`src/rtl/apb_pkg.sv`:
```
// Shared APB completer definitions: FSM states, bus width, default base and response codes.
package apb_pkg;

    localparam int          APB_DATA_W     = 32;
    localparam logic [31:0] APB_BASE_ADDR  = 32'hA000;
    localparam logic        APB_RESP_OKAY   = 1'b0;
    localparam logic        APB_RESP_SLVERR = 1'b1;

    typedef enum logic [1:0] {
        ST_IDLE,
        ST_WAIT,
        ST_READY
    } apb_state_e;

endpackage

```
`src/rtl/apb_slave_regfile_if.sv`:
```
// APB3 bus bundle between the requester (master) and a completer (slave).
interface apb_slave_regfile_if #(
    parameter int ADDR_W = 32,
    parameter int DATA_W = 32
);
    logic              PSEL;
    logic              PENABLE;
    logic [ADDR_W-1:0] PADDR;
    logic              PWRITE;
    logic [DATA_W-1:0] PWDATA;
    logic [DATA_W-1:0] PRDATA;
    logic              PREADY;
    logic              PSLVERR;

    modport master (
        output PSEL, PENABLE, PADDR, PWRITE, PWDATA,
        input  PRDATA, PREADY, PSLVERR
    );

    modport slave (
        input  PSEL, PENABLE, PADDR, PWRITE, PWDATA,
        output PRDATA, PREADY, PSLVERR
    );
endinterface

```
`src/rtl/apb_addr_decode.sv`:
```
// Maps an APB byte address onto a word index within a register window; flags misses and misalignment.
module apb_addr_decode
    import apb_pkg::*;
#(
    parameter int                ADDR_W    = 32,
    parameter int                NUM_REGS  = 16,
    parameter logic [ADDR_W-1:0] BASE_ADDR = ADDR_W'(APB_BASE_ADDR),
    parameter int                IDX_W     = $clog2(NUM_REGS)
) (
    input  logic [ADDR_W-1:0] paddr,
    output logic [IDX_W-1:0]  idx,
    output logic              err
);
    localparam logic [ADDR_W-1:0] SPAN = ADDR_W'(NUM_REGS * 4);

    logic [ADDR_W-1:0] offset;

    // offset only meaningful when paddr >= BASE_ADDR; the below-base term covers the wrap
    assign offset = paddr - BASE_ADDR;
    assign idx    = offset[IDX_W+1:2];
    assign err    = (paddr < BASE_ADDR) || (offset >= SPAN) || (paddr[1:0] != 2'b00);
endmodule

```
`src/rtl/apb_slave_regfile.sv`:
```
// APB3 completer with a bank of 32-bit R/W registers, programmable wait states and PSLVERR decode.
module apb_slave_regfile
    import apb_pkg::*;
#(
    parameter int                ADDR_W      = 32,
    parameter int                DATA_W      = APB_DATA_W,
    parameter int                NUM_REGS    = 16,
    parameter logic [ADDR_W-1:0] BASE_ADDR   = ADDR_W'(APB_BASE_ADDR),
    parameter int                WAIT_CYCLES = 1
) (
    input  logic                          PCLK,
    input  logic                          PRESET_n,
    apb_slave_regfile_if.slave            apb,
    output logic [NUM_REGS*DATA_W-1:0]    regs_o,
    output logic                          wr_stb_o,
    output logic [$clog2(NUM_REGS)-1:0]   wr_idx_o
);
    localparam int IDX_W = $clog2(NUM_REGS);

    apb_state_e                         state, state_nxt;
    logic [3:0]                         cnt, cnt_nxt;
    logic [IDX_W-1:0]                   idx_q, dec_idx, idx_sel;
    logic                               err_q, dec_err, err_sel;
    logic [NUM_REGS-1:0][DATA_W-1:0]    regs_q;
    logic [DATA_W-1:0]                  prdata_q, rdata;
    logic                               pready_q, pslverr_q;
    logic                               setup, ready_set, commit;

    apb_addr_decode #(
        .ADDR_W    (ADDR_W),
        .NUM_REGS  (NUM_REGS),
        .BASE_ADDR (BASE_ADDR),
        .IDX_W     (IDX_W)
    ) u_dec (
        .paddr (apb.PADDR),
        .idx   (dec_idx),
        .err   (dec_err)
    );

    assign setup = apb.PSEL & ~apb.PENABLE;

    // With zero wait states READY is entered on the setup edge, before the decode is latched
    assign idx_sel = (state == ST_IDLE) ? dec_idx : idx_q;
    assign err_sel = (state == ST_IDLE) ? dec_err : err_q;
    assign rdata   = (err_sel || apb.PWRITE) ? '0 : regs_q[idx_sel];

    always_comb begin
        state_nxt = state;
        cnt_nxt   = cnt;
        ready_set = 1'b0;
        commit    = 1'b0;
        case (state)
            ST_IDLE: begin
                if (setup) begin
                    if (WAIT_CYCLES == 0) begin
                        state_nxt = ST_READY;
                        ready_set = 1'b1;
                    end else begin
                        cnt_nxt   = 4'(WAIT_CYCLES - 1);
                        state_nxt = ST_WAIT;
                    end
                end
            end
            ST_WAIT: begin
                if (!apb.PSEL) begin
                    state_nxt = ST_IDLE;
                end else if (apb.PENABLE) begin
                    if (cnt == 4'd0) begin
                        state_nxt = ST_READY;
                        ready_set = 1'b1;
                    end else begin
                        cnt_nxt = cnt - 4'd1;
                    end
                end
            end
            ST_READY: begin
                state_nxt = ST_IDLE;
                commit    = apb.PSEL & apb.PENABLE & apb.PWRITE & ~err_q;
            end
            default: state_nxt = ST_IDLE;
        endcase
    end

    always_ff @(posedge PCLK or negedge PRESET_n) begin
        if (!PRESET_n) begin
            state     <= ST_IDLE;
            cnt       <= '0;
            idx_q     <= '0;
            err_q     <= 1'b0;
            regs_q    <= '0;
            prdata_q  <= '0;
            pready_q  <= 1'b0;
            pslverr_q <= APB_RESP_OKAY;
            wr_stb_o  <= 1'b0;
            wr_idx_o  <= '0;
        end else begin
            state     <= state_nxt;
            cnt       <= cnt_nxt;
            if (state == ST_IDLE && setup) begin
                idx_q <= dec_idx;
                err_q <= dec_err;
            end
            pready_q  <= ready_set;
            pslverr_q <= ready_set ? err_sel : APB_RESP_OKAY;
            prdata_q  <= ready_set ? rdata : '0;
            wr_stb_o  <= commit;
            if (commit) begin
                regs_q[idx_q] <= apb.PWDATA;
                wr_idx_o      <= idx_q;
            end
        end
    end

    assign apb.PREADY  = pready_q;
    assign apb.PSLVERR = pslverr_q;
    assign apb.PRDATA  = prdata_q;
    assign regs_o      = regs_q;
endmodule

```
`src/flat_wrapper.sv`:
```
// flat-port wrapper written by rule: the top's interface ports become plain ports
module apb_slave_regfile_flat import apb_pkg::*;
#(
    parameter int                ADDR_W      = 32,
    parameter int                DATA_W      = APB_DATA_W,
    parameter int                NUM_REGS    = 16,
    parameter logic [ADDR_W-1:0] BASE_ADDR   = ADDR_W'(APB_BASE_ADDR),
    parameter int                WAIT_CYCLES = 1
)
  (PCLK, PRESET_n, regs_o, wr_stb_o, wr_idx_o, apb_PSEL, apb_PENABLE, apb_PADDR, apb_PWRITE, apb_PWDATA, apb_PRDATA, apb_PREADY, apb_PSLVERR);
  apb_slave_regfile_if #(.ADDR_W(ADDR_W), .DATA_W(DATA_W)) apb_i ();
  input  logic PCLK;
  input  logic PRESET_n;
  output logic [NUM_REGS*DATA_W-1:0] regs_o;
  output logic wr_stb_o;
  output logic [$clog2(NUM_REGS)-1:0] wr_idx_o;
  input wire logic [$bits(apb_i.PSEL)-1:0] apb_PSEL;
  input wire logic [$bits(apb_i.PENABLE)-1:0] apb_PENABLE;
  input wire logic [$bits(apb_i.PADDR)-1:0] apb_PADDR;
  input wire logic [$bits(apb_i.PWRITE)-1:0] apb_PWRITE;
  input wire logic [$bits(apb_i.PWDATA)-1:0] apb_PWDATA;
  output wire logic [$bits(apb_i.PRDATA)-1:0] apb_PRDATA;
  output wire logic [$bits(apb_i.PREADY)-1:0] apb_PREADY;
  output wire logic [$bits(apb_i.PSLVERR)-1:0] apb_PSLVERR;
  assign apb_i.PSEL = apb_PSEL;
  assign apb_i.PENABLE = apb_PENABLE;
  assign apb_i.PADDR = apb_PADDR;
  assign apb_i.PWRITE = apb_PWRITE;
  assign apb_i.PWDATA = apb_PWDATA;
  assign apb_PRDATA = apb_i.PRDATA;
  assign apb_PREADY = apb_i.PREADY;
  assign apb_PSLVERR = apb_i.PSLVERR;
  apb_slave_regfile #(.ADDR_W(ADDR_W), .DATA_W(DATA_W), .NUM_REGS(NUM_REGS), .BASE_ADDR(BASE_ADDR), .WAIT_CYCLES(WAIT_CYCLES)) u_core (.PCLK(PCLK), .PRESET_n(PRESET_n), .apb(apb_i), .regs_o(regs_o), .wr_stb_o(wr_stb_o), .wr_idx_o(wr_idx_o));
endmodule
```
`config.mk`:
```
export PLATFORM = sky130hd
export DESIGN_NAME = apb_slave_regfile_flat
export DESIGN_NICKNAME = d
export VERILOG_FILES = /design/src/rtl/apb_pkg.sv /design/src/rtl/apb_slave_regfile_if.sv /design/src/rtl/apb_addr_decode.sv /design/src/rtl/apb_slave_regfile.sv /design/src/flat_wrapper.sv
export SDC_FILE = /design/constraint.sdc
export NUM_CORES = 1
export LEC_CHECK = 0
export CORE_AREA = 2 2 242 244
export CTS_BUF_LIST = sky130_fd_sc_hd__clkbuf_8
export CTS_CLUSTER_SIZE = 30
export DETAILED_ROUTE_END_ITERATION = 8
export DIE_AREA = 0 0 244 246
export GPL_ROUTABILITY_DRIVEN = 1
export PLACE_DENSITY = 0.83
export RECOVER_POWER = 100
export SYNTH_ARGS = -nofsm -noshare
export SYNTH_HDL_FRONTEND = slang
export SYNTH_SLANG_ARGS = --single-unit
```
`constraint.sdc`:
```
create_clock -name PCLK -period 2.93 [get_ports PCLK]
set_input_delay 0.4395 -clock PCLK [delete_from_list [all_inputs] [get_ports PCLK]]
set_output_delay 0.4395 -clock PCLK [all_outputs]
set_load 0.02 [all_outputs]
```
* Word-level counts from Yosys, hierarchy flattened
Cells that the tools add are included.
Widths: inputs -> output; s select.
** Storage, ports and cells
- Input bits :: 69
- Logic and storage cells :: 82
- Memory bits (writable) :: 0
- Bits in registers :: 562
- Output and inout bits :: 551
- ROM bits :: 0
- Latch bits :: 0
- Memories :: 0
** Cells by class
- $lt $le $gt $ge :: 5
- Divide/modulo/power cells :: 0
- Multiplexer cells :: 25
- Reductions and logical operators :: 11
- Bitwise logic cells :: 6
- Add/subtract/negate cells :: 2
- Multiply operators :: 0
- Shift-type cells :: 0
- Eq/ne operators :: 8
** Operator list (number)
- $bwmux 512 :: 1
- $bmux 32 s4 :: 1
- $demux 32 s4 :: 1
- $mux 32 :: 4
- $ge 32x7->1 const B :: 1
- $lt 32x16->1 const B :: 1
- $sub 32x16->32 const B :: 1
- $mux 4 :: 5
- $lt 4x5->1 const B :: 2
- $mux 2 :: 4
- $pmux 4 s2 :: 1
- $mux 1 :: 7
- $ne 2x2->1 const B :: 3
- $reduce_and 5->1 :: 1
- $and 1x1->1 :: 4
- $ge 4x1->1 const B :: 1
- $logic_not 4->1 :: 1
- $pmux 2 s2 :: 1
- $reduce_bool 2->1 :: 2
- $sub 4x1->4 const B :: 1
- $logic_or 1x1->1 :: 3
- $ne 3x2->1 const B :: 1
- $ne 3x3->1 const B :: 1
- $reduce_and 3->1 :: 1
- 6 further kinds :: 8

* Logic depth before layout (Yosys ltp)
Gate-level depths: netlist of the first run.
- Word-level depth :: 8
- Gate-level depth with buffers :: 9
- Gate-level depth less buffers :: 7

* Hierarchy
Synthesis of the first run repeated with hierarchy kept, for this count alone.
** Second synthesis, totals
- Cells, all modules :: 2293
- Area, all modules :: 28060.7 um^2
** By module, submodules not included
- apb_slave_regfile :: area each 27782.9 um^2, instances 1, cells an instance 2256, sequential area each 14063.5 um^2
- apb_addr_decode :: area each 277.8 um^2, instances 1, cells an instance 37, sequential area each 0.0 um^2

* Least setup slack after synthesis of the first run
No wires, ideal clock.
- Path type :: register -> register
- Start point :: register u_core.cnt[0]
- End point :: register u_core.prdata_q[11], in the netlist u_core.apb.PRDATA[11]
- Data arrival time :: 2.082 ns
- Clock period less this slack :: 2.149 ns
- Path slack :: 0.781 ns
- Cell stages (with the launch flop) :: 9
- Buffers on the path :: 1
- Cell sequence :: dfrtp_1 inv_1 ha_1 or3b_2 nor3_1 nand3b_1 clkbuf_1 a221oi_1 a32o_1
** On the way
- Word-level cells in the longest chain between the ends :: 6
** RTL lines
- from (decl) :: RTL line apb_slave_regfile.sv:21 : logic [3:0] cnt, cnt_nxt;
- from (signal assigned) :: RTL line apb_slave_regfile.sv:98 : cnt <= cnt_nxt;
- $logic_not 4->1 :: RTL line apb_slave_regfile.sv:68 : if (cnt == 4'd0) begin
- $mux 1 :: RTL line apb_slave_regfile.sv:68
- $mux 1 :: RTL line apb_slave_regfile.sv:67 : end else if (apb.PENABLE) begin
- $mux 1 :: RTL line apb_slave_regfile.sv:65 : if (!apb.PSEL) begin
- $mux 1 :: RTL line apb_slave_regfile.sv:52 : case (state)
- net u_core.ready_set :: RTL line apb_slave_regfile.sv:27 : logic setup, ready_set, commit;
- $mux 32 :: RTL line apb_slave_regfile.sv:105 : prdata_q <= ready_set ? rdata : '0;
- to (signal assigned) :: RTL line apb_slave_regfile.sv:105
- to (decl) :: RTL line apb_slave_regfile.sv:25 : logic [DATA_W-1:0] prdata_q, rdata;
The timed path passes the listed nets, and every way through them passes these cells.
A chain may end at the register's enable or synchronous reset.

* Worst setup path after layout of the first run
- Start point :: register u_core.state[0]
- End point :: register u_core.regs_q, in the netlist u_core.regs_o[254]
** On the way
- Word-level cells in the longest chain between the ends :: 2
** RTL lines
- from (decl) :: RTL line apb_slave_regfile.sv:20 : apb_state_e state, state_nxt;
- from (signal assigned) :: RTL line apb_slave_regfile.sv:97 : state <= state_nxt;
- $eq 2x2->1 :: RTL line apb_slave_regfile.sv:52
- $mux 1 :: RTL line apb_slave_regfile.sv:52
- net u_core.commit :: RTL line apb_slave_regfile.sv:27
- to (signal, indexed assignment) :: RTL line apb_slave_regfile.sv:108 : regs_q[idx_q] <= apb.PWDATA;
- to (decl) :: RTL line apb_slave_regfile.sv:24 : logic [NUM_REGS-1:0][DATA_W-1:0] regs_q;
The timed path passes the listed nets, and every way through them passes these cells.

==> metrics.csv, run 1 <==
stage;metric;value;unit
sta;Final Hold Fails;0;
critical_path;r2r setup slk;0.11;ns
route;post-DR wirelength/cell;28.6;um
critical_path;critical path depth;8;
route;vias;20300;
route;Final ANT Viol Nets;0;
critical_path;worst-path fanout max;19;
cts;CTS sink cnt;562;
flow_run;Max Cap Viol;1;
outcome;violated checks;max-capacitance violations, max-slew violations;
cells_and_area;final core utilization;60.4;%
synth;#FFs+latches synth;562;
global_route;first-pass GRT wire length;141000;um
sta;unrepaired setup endpoints after global routing;no;
cts;clk root buf;clkbuf_8;
synth;Ys Warns;0;
place;port bufs;619;
critical_path;CP max stage delay;0.51;ns
sta;Worst Tran Pin Value;2.20;ns
floorplan;Die ar.;0.0600;mm2
sta;Slew Viols, Final;68;
cells_and_area;Synth-to-Final Area Change;37.4;%
sta;setup_tns;0;ns
cts;CTS buffer count;94;
critical_path;Worst Setup End Kind;flip-flop;
global_route;vias in the first global route;21300;
synth;EDFF count, synth;0;
cts;H-tree Lvls;3;
sta;setup violators final;0;
critical_path;Crit path required time;3.47;ns
synth;Synthesized Nets;1956;
cells_and_area;post-route cell area;0.0346;mm2
critical_path;CP endpoint;u_core.regs_o[254];
critical_path;Worst Setup SP;u_core.state[0];
place;Area after DPL;0.0331;mm2
synth;Main synth FF type;dfrtp_1;
critical_path;Slowest-stage cell, CP;clkbuf_4;
route;DRC viols;0;
global_route;largest net degree at the start of global routing;73;
critical_path;critical setup path kind;flip-flop to flip-flop;
sta;Slew Limit Headroom;-46.6;%
cts;Post-CTS Setup Inserts;0;
cts;clk slew on worst S/H paths;0.05;ns
min_path;HP Class;primary input to flip-flop;
critical_path;CP bufs+invs;3;
synth;Synth Instances;1884;
outcome;status;finished, violations left;
critical_path;crit path launch type;flip-flop;
sta;highest clock rate;355;MHz
critical_path;Critical R2R Launch;u_core.state[0];
critical_path;R2R Path End;u_core.regs_o[254];
critical_path;FF-to-FF path depth;8;
pwr;Peak VDD IR;0.000416;V
global_route;initial antenna violation count;7;
critical_path;Cell Chain, Critical Path;and4bb_1 -> nand3_1 -> clkinvlp_2 -> nand3b_1 -> clkbuf_1 -> nor2_2 -> clkbuf_4 -> mux2_2;
cells_and_area;share of cells above drive strength 1;27.9;%
synth;ys async rst share;100;%
pwr;LEAKAGE;17.9;nW
route;first-pass detailed-route iteration total;7;
cts;CTS tree;done;
pwr;PwrDens;504;mW/mm2
cts;Clock Tree Buf Depth;3;
place;Placer Congestion;0.922;
synth;sequential fraction of the synthesis area;55.8;%
place;HPWL after DPL;66700;um
critical_path;delay-heaviest family, CP;buffers and inverters;
floorplan;die height;246;um
global_route;GR Overflow Total;0;
sta;Tcrit/Tclk final;96.2;%
cells_and_area;Fillers;4294;
sta;crit path time final;2.82;ns
route;drt via density;6.03;
synth;Synth Cell Area;0.0252;mm2
global_route;GRT Total Usage;31.6;%
sta;clk_skew;0.0355;ns
floorplan;Die W;244;um
synth;Yosys cell types;51;
floorplan;Core Region;0.0574;mm2
cells_and_area;nets;2617;
floorplan;I/O pins;620;
synth;Avg Inst Size Synth;13.4;um2
route;violation count after the first detailed-route iteration;1519;
floorplan;Core Rows;88;
critical_path;WP data arrival;3.36;ns
floorplan;Starting Density;43.9;%
route;Total Routed Length;96500;um
cts;later-pin clock latency in the skew report;0.69;ns
worst register-to-register path: stages, from the launching register on:
cell and delay, ns:
dfrtp_1 0.45, and4bb_1 0.28, nand3_1 0.22, clkinvlp_2 0.35, nand3b_1 0.14, clkbuf_1 0.19, nor2_2 0.14, clkbuf_4 0.51
mux2_2 0.43
layer usage:
metal	up-vias	global-route usage [%]	share of wire, %
met5	-	0	0.011
met4	2	17.6	6.2
met3	343	9.55	9.8
met2	1332	50.2	47
met1	10400	38.7	37
li1	8265	-	-
sequential cells by signal, summed over array words and instances, names as in the netlist:
name	count
u_core.cnt	4
u_core.wr_stb_o	1
u_core.wr_idx_o	4
u_core.regs_o	512
u_core.apb.PREADY	1
u_core.apb.PSLVERR	1
u_core.err_q	1
u_core.apb.PRDATA	32
u_core.idx_q	4
u_core.state	2
layout by cell type, fill, tap and decap left out, types with 6 or more instances in the layout:
| master | n |
|---|---|
| a221oi_1 | 32 |
| a32o_1 | 32 |
| a32oi_1 | 97 |
| buf_12 | 24 |
| buf_4 | 32 |
| clkbuf_1 | 12 |
| clkbuf_2 | 20 |
| clkbuf_4 | 11 |
| clkbuf_8 | 115 |
| clkdlybuf4s50_1 | 66 |
| dfrtp_1 | 562 |
| dlygate4sd3_1 | 553 |
| inv_1 | 38 |
| mux2_1 | 35 |
| mux2_2 | 483 |
| mux2i_1 | 160 |
| nand2_1 | 214 |
| nand2b_1 | 6 |
| nand3_1 | 10 |
| nand3b_1 | 7 |
| nor2_1 | 15 |
| nor3_1 | 6 |
| o21ai_4 | 6 |
cell usage after synthesis, types with 2 or more instances:
cell type,instances,area (um2)
buf_4,17,128
a221oi_1,32,280
nand3_1,9,45.0
buf_1,11,41.3
o21ai_1,6,30.0
mux2_1,34,383
a32o_1,32,320
and2_1,2,12.5
clkbuf_1,75,282
buf_6,3,33.8
nor4_1,4,25.0
mux2_2,485,5460
nor4b_1,2,17.5
nor2_1,20,75.1
buf_2,52,260
or3_1,2,12.5
xor2_1,2,17.5
ha_1,3,37.5
nor3_1,6,30.0
o31ai_1,2,15.0
nand2b_1,8,50.1
inv_1,6,22.5
nand3b_1,7,52.6
nor2b_1,2,12.5
o21ai_0,3,15.0
mux2i_1,162,1620
nand2_1,215,807
dfrtp_1,562,14100
a32oi_1,97,850
a31oi_1,2,12.5
cells by family after synthesis:
family | Yosys count | synth area share [%]
buf+inv | 165 | 3.06
flops | 562 | 55.8
mux | 682 | 29.7
compound gates | 181 | 6.26
simple gates | 288 | 4.93
fa+ha+maj | 3 | 0.149
xor+xnor | 3 | 0.104
stage by stage:
stage	total power [W]	instances	setup WS, ns	hold WS [ns]
6_report	0.0174	3376	0.112	0.401
5_1_grt	0.0180	3376	0.0199	0.356
4_1_cts	0.0175	3372	0.134	0.327
3_5_place_dp	0.0106	3213	0.110	0.462
3_3_place_gp	0.0105	3213	0.142	0.465
2_1_floorplan	0.00929	1884	0.781	0.144
where the power goes:
part	switching (W)	internal, W
Clock	0.00323	0.00372
Sequential	0.0000792	0.00782
Combinational	0.00172	0.000877
Total	0.00502	0.0124
final cells by class:
class	count	area (um2)	area share (%)
flip-flops and latches	562	14100	40.6
multi-input cells	1157	10500	30.4
repair buffers	723	7180	20.7
clock buffers	115	1580	4.57
well taps	765	957	2.76
clock inverters	43	273	0.788
inverters	7	27.5	0.0795
diodes	4	10.0	0.0289
worst min path at each step:
| stage | from | endpoint | slack (ns) | cells after the start |
|---|---|---|---|---|
| after global placement | PRESET_n | u_core.regs_o[382] | 0.47 | 1 |
| after global routing | apb_PADDR[5] | u_core.idx_q[3] | 0.36 | 2 |
| after floorplan | PRESET_n | u_core.apb.PRDATA[0] | 0.14 | 0 |
| after CTS | PRESET_n | u_core.regs_o[220] | 0.33 | 2 |
| after detailed placement | u_core.wr_idx_o[2] | u_core.wr_idx_o[2] | 0.46 | 2 |
| final | apb_PADDR[5] | u_core.idx_q[3] | 0.40 | 2 |
timing repair:
action	CTS	global route
endpoints found under the hold margin	59	0
setup endpoints to repair	0	11
gates resized for setup	0	1
hold buffers	1	0
No activity file was read; power rests on OpenSTA's default activity.
==> run 2: changes to the inputs <==
--- a/config.mk
+++ b/config.mk
@@ -5,13 +5,16 @@
 export SDC_FILE = /design/constraint.sdc
 export NUM_CORES = 1
 export LEC_CHECK = 0
-export CORE_AREA = 2 2 242 244
+export CELL_PAD_IN_SITES_DETAIL_PLACEMENT = 1
+export CELL_PAD_IN_SITES_GLOBAL_PLACEMENT = 1
+export CORE_ASPECT_RATIO = 0.7
+export CORE_UTILIZATION = 41
 export CTS_BUF_LIST = sky130_fd_sc_hd__clkbuf_8
 export CTS_CLUSTER_SIZE = 30
 export DETAILED_ROUTE_END_ITERATION = 8
-export DIE_AREA = 0 0 244 246
 export GPL_ROUTABILITY_DRIVEN = 1
-export PLACE_DENSITY = 0.83
+export GPL_TIMING_DRIVEN = 0
+export PLACE_DENSITY = 0.93
 export RECOVER_POWER = 100
 export SYNTH_ARGS = -nofsm -noshare
 export SYNTH_HDL_FRONTEND = slang
==> run 2 against run 1 <==
Effect of this change:
- the flow finishes with violations (negative setup slack)
- core utilization fell by 3.2 points
- total power rose by 1.0%
- sequential power about the same
- non-clock buffer count grew 63
- via count up 5.5%
- clock power down 0.7%
- worst setup slack lost 0.21 ns
- cell count rose by 3.1%
- global-route usage rose by 6.4 points
- critical path depth shrank 3
- largest power group unchanged
==> metrics.csv, run 2 (same netlist as run 1, synthesis figures left out) <==
stage;metric;value;unit;change
outcome;status;finished, violations left;;unchanged
outcome;violated checks;negative setup slack;;was max-capacitance violations, max-slew violations
route;violation count after the first detailed-route iteration;2104;;was 1519
min_path;HP Class;primary input to async pin;;was primary input to flip-flop
sta;Final Hold Fails;0;;unchanged
floorplan;Starting Density;41.8;%;was 43.9%
floorplan;die height;209;um;was 246 um
place;port bufs;618;;was 619
sta;Slew Viols, Final;0;;was 68
place;HPWL after DPL;84600;um;was 66700 um
critical_path;Worst Setup End Kind;flip-flop;;unchanged
floorplan;Die W;298;um;was 244 um
critical_path;CP max stage delay;0.88;ns;was 0.51 ns
sta;clk_skew;0.0485;ns;was 0.0355 ns
cts;clk slew on worst S/H paths;0.06;ns;was 0.05 ns
sta;Worst Tran Pin Value;1.12;ns;was 2.20 ns
route;drt via density;6.17;;was 6.03
cells_and_area;leading cell type in the layout, fill and taps excluded;clkdlybuf4s50_1;;was dfrtp_1
global_route;GR Util met1;47.1;%;was 38.7%
cells_and_area;flip-flop count of the largest register after layout;512;;unchanged
sta;Slew Limit Headroom;25.6;%;was -46.6%
route;first-pass detailed-route iteration total;7;;unchanged
critical_path;Crit path required time;3.49;ns;was 3.47 ns
sta;unrepaired setup endpoints after global routing;yes;;was no
global_route;GR Overflow Total;0;;unchanged
cells_and_area;commonest cells after routing, fill and taps aside;clkdlybuf4s50_1 (616), dfrtp_1 (562), mux2_2 (485), nand2_1 (214), mux2i_1 (160);;was dfrtp_1 (562), dlygate4sd3_1 (553), mux2_2 (483), nand2_1 (214), mux2i_1 (160)
cells_and_area;share of cells above drive strength 1;27.8;%;was 27.9%
cts;H-tree Lvls;3;;unchanged
cts;CTS buffer count;89;;was 94
cells_and_area;nets;2675;;was 2617
critical_path;Cell Chain, Critical Path;buf_1 -> o31ai_2 -> clkbuf_1 -> a221oi_1 -> a32o_1;;was and4bb_1 -> nand3_1 -> clkinvlp_2 -> nand3b_1 -> clkbuf_1 -> nor2_2 -> clkbuf_4 -> mux2_2
critical_path;delay-heaviest family, CP;compound AO/OA/AOI/OAI gates;;was buffers and inverters
global_route;GRT Total Usage;38.0;%;was 31.6%
sta;Min Hold Slack;0.338;ns;was 0.401 ns
critical_path;critical setup path kind;flip-flop to flip-flop;;unchanged
floorplan;I/O pins;620;;unchanged
pwr;LEAKAGE;16.0;nW;was 17.9 nW
cts;CTS tree;done;;unchanged
pwr;Peak VDD IR;0.000372;V;was 0.000416 V
place;Placer Congestion;0.920;;was 0.922
route;Total Routed Length;120000;um;was 96500 um
sta;highest clock rate;331;MHz;was 355 MHz
pwr;Final Power;0.0176;W;was 0.0174 W
global_route;initial antenna violation count;4;;was 7
cells_and_area;Fillers;6071;;was 4294
flow_run;Max Cap Viol;0;;was 1
global_route;vias in the first global route;23300;;was 21300
route;DRC viols;0;;unchanged
sta;setup violators final;7;;was 0
cts;Clock Tree Buf Depth;3;;unchanged
global_route;Top Usage Layer GRT;met2;;unchanged
floorplan;Core Region;0.0603;mm2;was 0.0574 mm2
global_route;largest net degree at the start of global routing;127;;was 73
critical_path;CP bufs+invs;2;;was 3
cts;CTS sink cnt;562;;unchanged
sta;Tcrit/Tclk final;103;%;was 96.2%
cells_and_area;Synth-to-Final Area Change;36.9;%;was 37.4%
sta;worst setup margin;-0.0951;ns;was 0.112 ns
route;vias;21500;;was 20300
critical_path;crit path launch type;flip-flop;;unchanged
critical_path;WP data arrival;3.59;ns;was 3.36 ns
global_route;first-pass GRT wire length;171000;um;was 141000 um
cts;later-pin clock latency in the skew report;0.71;ns;was 0.69 ns
floorplan;Core Rows;75;;was 88
pwr;PwrDens;511;mW/mm2;was 504 mW/mm2
critical_path;Slowest-stage cell, CP;o31ai_2;;was clkbuf_4
place;Area after DPL;0.0325;mm2;was 0.0331 mm2
route;post-DR wirelength/cell;34.6;um;was 28.6 um
route;Final ANT Viol Nets;0;;unchanged
cells_and_area;post-route cell area;0.0345;mm2;was 0.0346 mm2
critical_path;worst-path fanout max;10;;was 19
cts;clk root buf;clkbuf_8;;unchanged
global_route;met3 Use GR;11.4;%;was 9.55%
global_route;met2 GRT Util;60.0;%;was 50.2%
sta;setup_tns;-0.208;ns;was 0 ns
floorplan;Die ar.;0.0625;mm2;was 0.0600 mm2
sta;crit path time final;3.03;ns;was 2.82 ns
## run 2: cell types whose count changed in the layout (fill, tap and decap cells not counted), moves of 4 or more
| cell | previous run | this run |
|---|---|---|
| o21ai_4 | 6 | 0 |
| buf_12 | 24 | 0 |
| clkdlybuf4s50_1 | 66 | 616 |
| buf_16 | 0 | 4 |
| inv_8 | 4 | 0 |
| clkbuf_1 | 12 | 52 |
| dlygate4sd3_1 | 553 | 2 |
| o21ai_1 | 0 | 4 |
| buf_2 | 3 | 52 |
| buf_1 | 0 | 5 |
| clkbuf_4 | 11 | 4 |
| buf_4 | 32 | 24 |
| clkbuf_8 | 115 | 107 |
## run 2: final cells by class
cell class / count / area, um2 / area share, %
antenna: 4 / 10.0 / 0.0290
timing repair buffer: 629 / 6360 / 18.4
inverter: 7 / 27.5 / 0.0798
clock buffer: 107 / 1470 / 4.27
multi-input combinational: 1157 / 10500 / 30.3
sequential: 562 / 14100 / 40.8
clock inverter: 48 / 294 / 0.852
buffer: 157 / 810 / 2.35
tap: 808 / 1010 / 2.93
## run 2: final timing paths
path | slack, ns | cells after the start | start | to
max | -0.1 | 5 | u_core.idx_q[1] | u_core.apb.PRDATA[17]
min | 0.34 | 2 | PRESET_n | u_core.regs_o[49]
max reg2reg | -0.1 | 5 | u_core.idx_q[1] | u_core.apb.PRDATA[17]
min reg2reg | 0.49 | 2 | u_core.wr_idx_o[0] | u_core.wr_idx_o[0]
max in group asynchronous | 0.87 | 4 | PRESET_n | u_core.err_q
min in group PCLK | 0.35 | 2 | apb_PADDR[3] | u_core.idx_q[1]
## run 2: metrics by stage
stage                     instances  utilization (%)  worst slack (ns)
after floorplan                1884                -             0.781
after global placement         3310             53.7            -22.41
after detailed placement       3315             53.9            -0.693
after CTS                      3476             57.1           -0.0169
after global routing           3477             57.2           -0.0987
final                          3479             57.2           -0.0951
## run 2: timing repair
action                     CTS  global route
pin swaps                    2             0
resized for setup           45            27
hold endpoints to repair    76             0
setup endpoints to repair  180           193
setup buffers                5             0
hold buffers                 1             0
## run 2: power by group
part           switching (W)  internal [W]
Sequential         0.0000574       0.00782
Combinational        0.00210      0.000752
Clock                0.00340       0.00350
Total                0.00555        0.0121
## run 2: layer usage
layer | vias up | wire, um
met3 | 396 | 11500
met1 | 11300 | 45900
li1 | 8346 | -
met2 | 1380 | 56000
met5 | - | 0
met4 | 0 | 7070
## run 2: worst register-to-register path, cell delays in order, from the launching register on
cell      delay, ns
dfrtp_1        0.42
buf_1          0.28
o31ai_2        0.88
clkbuf_1       0.77
a221oi_1       0.28
a32o_1         0.29
==> run 3: changes to the inputs <==
--- a/config.mk
+++ b/config.mk
@@ -16,6 +16,7 @@
 export GPL_TIMING_DRIVEN = 0
 export PLACE_DENSITY = 0.93
 export RECOVER_POWER = 100
+export SLEW_MARGIN = 30
 export SYNTH_ARGS = -nofsm -noshare
 export SYNTH_HDL_FRONTEND = slang
 export SYNTH_SLANG_ARGS = --single-unit
==> run 3 against run 2 <==
Effect of this change:
- the run still ends with negative setup slack left
- die area stayed put
- clock power up 7.0%
- sequential power hardly changed
- first-iteration DRC count is 9.4% higher
- critical path type unchanged
- highest routed layer is now met5
==> metrics.csv, run 3 (same netlist as run 1, synthesis figures left out) <==
stage;metric;value;unit;change
critical_path;r2r setup slk;-0.03;ns;was -0.1 ns
pwr;LEAKAGE;16.2;nW;was 16.0 nW
global_route;GR Overflow Total;0;;unchanged
global_route;vias in the first global route;23300;;about the same
critical_path;Critical Path Most Common Cell;buf_2;;
place;HPWL after DPL;84700;um;was 84600 um
cells_and_area;flip-flop count of the largest register after layout;512;;unchanged
route;Total Routed Length;123000;um;was 120000 um
cts;CTS buffer count;89;;unchanged
sta;Slew Viols, Final;0;;unchanged
sta;clk_skew;0.0355;ns;was 0.0485 ns
critical_path;Slowest-stage cell, CP;nor2_2;;was o31ai_2
cts;clk root buf;clkbuf_8;;unchanged
critical_path;WP data arrival;3.52;ns;was 3.59 ns
route;DRC viols;0;;unchanged
route;first-pass detailed-route iteration total;5;;was 7
critical_path;Crit path required time;3.49;ns;about the same
cts;H-tree Lvls;3;;unchanged
outcome;violated checks;negative setup slack;;unchanged
place;port bufs;618;;unchanged
min_path;HP Class;primary input to async pin;;unchanged
floorplan;Starting Density;41.8;%;unchanged
sta;highest clock rate;338;MHz;was 331 MHz
critical_path;crit path launch type;flip-flop;;unchanged
sta;unrepaired setup endpoints after global routing;yes;;unchanged
floorplan;die height;209;um;unchanged
pwr;Logic pwr share;16.2;%;about the same
cells_and_area;share of cells above drive strength 1;29.0;%;was 27.8%
cts;clk slew on worst S/H paths;0.07;ns;was 0.06 ns
cts;CTS sink cnt;562;;unchanged
cells_and_area;commonest cells after routing, fill and taps aside;clkdlybuf4s50_1 (616), dfrtp_1 (562), mux2_2 (485), nand2_1 (215), mux2i_1 (160);;was clkdlybuf4s50_1 (616), dfrtp_1 (562), mux2_2 (485), nand2_1 (214), mux2i_1 (160)
critical_path;CP max stage delay;0.58;ns;was 0.88 ns
global_route;first-pass GRT wire length;174000;um;was 171000 um
pwr;Peak VDD IR;0.000361;V;was 0.000372 V
sta;crit path time final;2.96;ns;was 3.03 ns
route;drt via density;6.21;;was 6.17
route;post-DR wirelength/cell;35.2;um;was 34.6 um
place;Placer Congestion;0.920;;unchanged
pwr;switch share;31.3;%;was 31.5%
critical_path;Cell Chain, Critical Path;buf_2 -> and4bb_1 -> nand3_2 -> clkinv_2 -> nand3b_2 -> nor2_2 -> buf_2 -> mux2_2;;was buf_1 -> o31ai_2 -> clkbuf_1 -> a221oi_1 -> a32o_1
sta;Slew Limit Headroom;17.6;%;was 25.6%
critical_path;Worst Setup End Kind;flip-flop;;unchanged
pwr;Cell Int Power;0.0125;W;was 0.0121 W
pwr;Sequential Power Share;43.3;%;was 44.7%
sta;Final Hold Fails;0;;unchanged
route;violation count after the first detailed-route iteration;2301;;was 2104
pwr;NetSw;0.00570;W;was 0.00555 W
route;vias;21700;;was 21500
flow_run;Max Cap Viol;0;;unchanged
critical_path;delay-heaviest family, CP;simple AND/OR/NAND/NOR gates;;was compound AO/OA/AOI/OAI gates
pwr;Final Power;0.0182;W;was 0.0176 W
cells_and_area;post-route cell area;0.0348;mm2;was 0.0345 mm2
floorplan;Core Rows;75;;unchanged
global_route;GRT Total Usage;38.7;%;was 38.0%
place;Area after DPL;0.0326;mm2;was 0.0325 mm2
sta;worst setup margin;-0.0267;ns;was -0.0951 ns
floorplan;Die W;298;um;unchanged
critical_path;critical setup path kind;flip-flop to flip-flop;;unchanged
sta;Worst Tran Pin Value;1.24;ns;was 1.12 ns
critical_path;CP bufs+invs;3;;was 2
pwr;clock share of power;40.5;%;was 39.1%
floorplan;Die ar.;0.0625;mm2;unchanged
global_route;initial antenna violation count;1;;was 4
route;Final ANT Viol Nets;0;;unchanged
cts;CTS tree;done;;unchanged
floorplan;Core Region;0.0603;mm2;unchanged
cells_and_area;nets;2679;;was 2675
critical_path;worst-path fanout max;10;;unchanged
cts;Clock Tree Buf Depth;3;;unchanged
sta;setup_tns;-0.0323;ns;was -0.208 ns
sta;setup violators final;2;;was 7
floorplan;I/O pins;620;;unchanged
pwr;PwrDens;522;mW/mm2;was 511 mW/mm2
cells_and_area;leading cell type in the layout, fill and taps excluded;clkdlybuf4s50_1;;unchanged
global_route;largest net degree at the start of global routing;91;;was 127
place;pre-CTS setup slack;-0.692;ns;was -0.693 ns
outcome;status;finished, violations left;;unchanged
cells_and_area;Synth-to-Final Area Change;38.2;%;was 36.9%
cts;later-pin clock latency in the skew report;0.70;ns;was 0.71 ns
sta;Tcrit/Tclk final;101;%;was 103%
[run 3: changes by cell type in the layout (fill, tap and decap cells not counted), sizes merged]
cell / before / now
clkbuf: 182 / 203
bufinv: 2 / 3
inv: 42 / 35
buf: 90 / 81
clkinv: 9 / 15
clkdlybuf4s15: 3 / 6
clkinvlp: 2 / 1
diode: 4 / 1
[run 3: through the flow]
step	util, %	std cells	hold WS [ns]
6_report	57.7	3490	0.272
5_1_grt	57.7	3489	0.291
4_1_cts	57.6	3489	0.254
3_5_place_dp	54.0	3317	0.409
3_3_place_gp	53.7	3310	0.467
2_1_floorplan	-	1884	0.144
[run 3: power groups by stage]
stage,Sequential (W),Combinational [W],Clock (W)
after CTS,0.00787,0.00281,0.00736
after global placement,0.00803,0.00260,0
after detailed placement,0.00801,0.00272,0
after floorplan,0.00801,0.00127,0
after global routing,0.00788,0.00299,0.00767
final,0.00787,0.00295,0.00737
[run 3: repair_timing]
item | CTS | global route
gates cloned | 0 | 0
hold buffers | 1 | 0
setup buffers | 7 | 0
setup endpoints to repair | 227 | 163
endpoints found under the hold margin | 60 | 0
pin swaps | 2 | 0
gates resized for setup | 44 | 46
[run 3: area by class of cell]
type,count,area [um2]
clock inverters,47,300
flip-flops and latches,562,14100
repair buffers,633,6430
diodes,1,2.50
plain buffers,157,875
clock buffers,118,1620
inverters,7,27.5
fillers,5979,25500
multi-input cells,1157,10500
well taps,808,1010
[run 3: routing by layer]
metal	routed length (um)	vias up	GRT usage, %	share of wire [%]
li1	-	8367	-	-
met1	47400	11400	48.5	39
met2	56500	1478	61.5	46
met3	11200	437	9.98	9.1
met4	7500	2	20.8	6.1
met5	14	-	0	0.011
[run 3: worst paths after layout]
kind	from	endpoint	cells after the start
worst max register to register	u_core.state[0]	u_core.regs_o[350]	8
min in group PCLK	apb_PADDR[3]	u_core.idx_q[1]	2
worst min-delay path	PRESET_n	u_core.regs_o[14]	2
max in group asynchronous	PRESET_n	u_core.cnt[0]	6
worst min register to register	u_core.wr_idx_o[0]	u_core.wr_idx_o[0]	2
worst max-delay path	u_core.state[0]	u_core.regs_o[350]	8
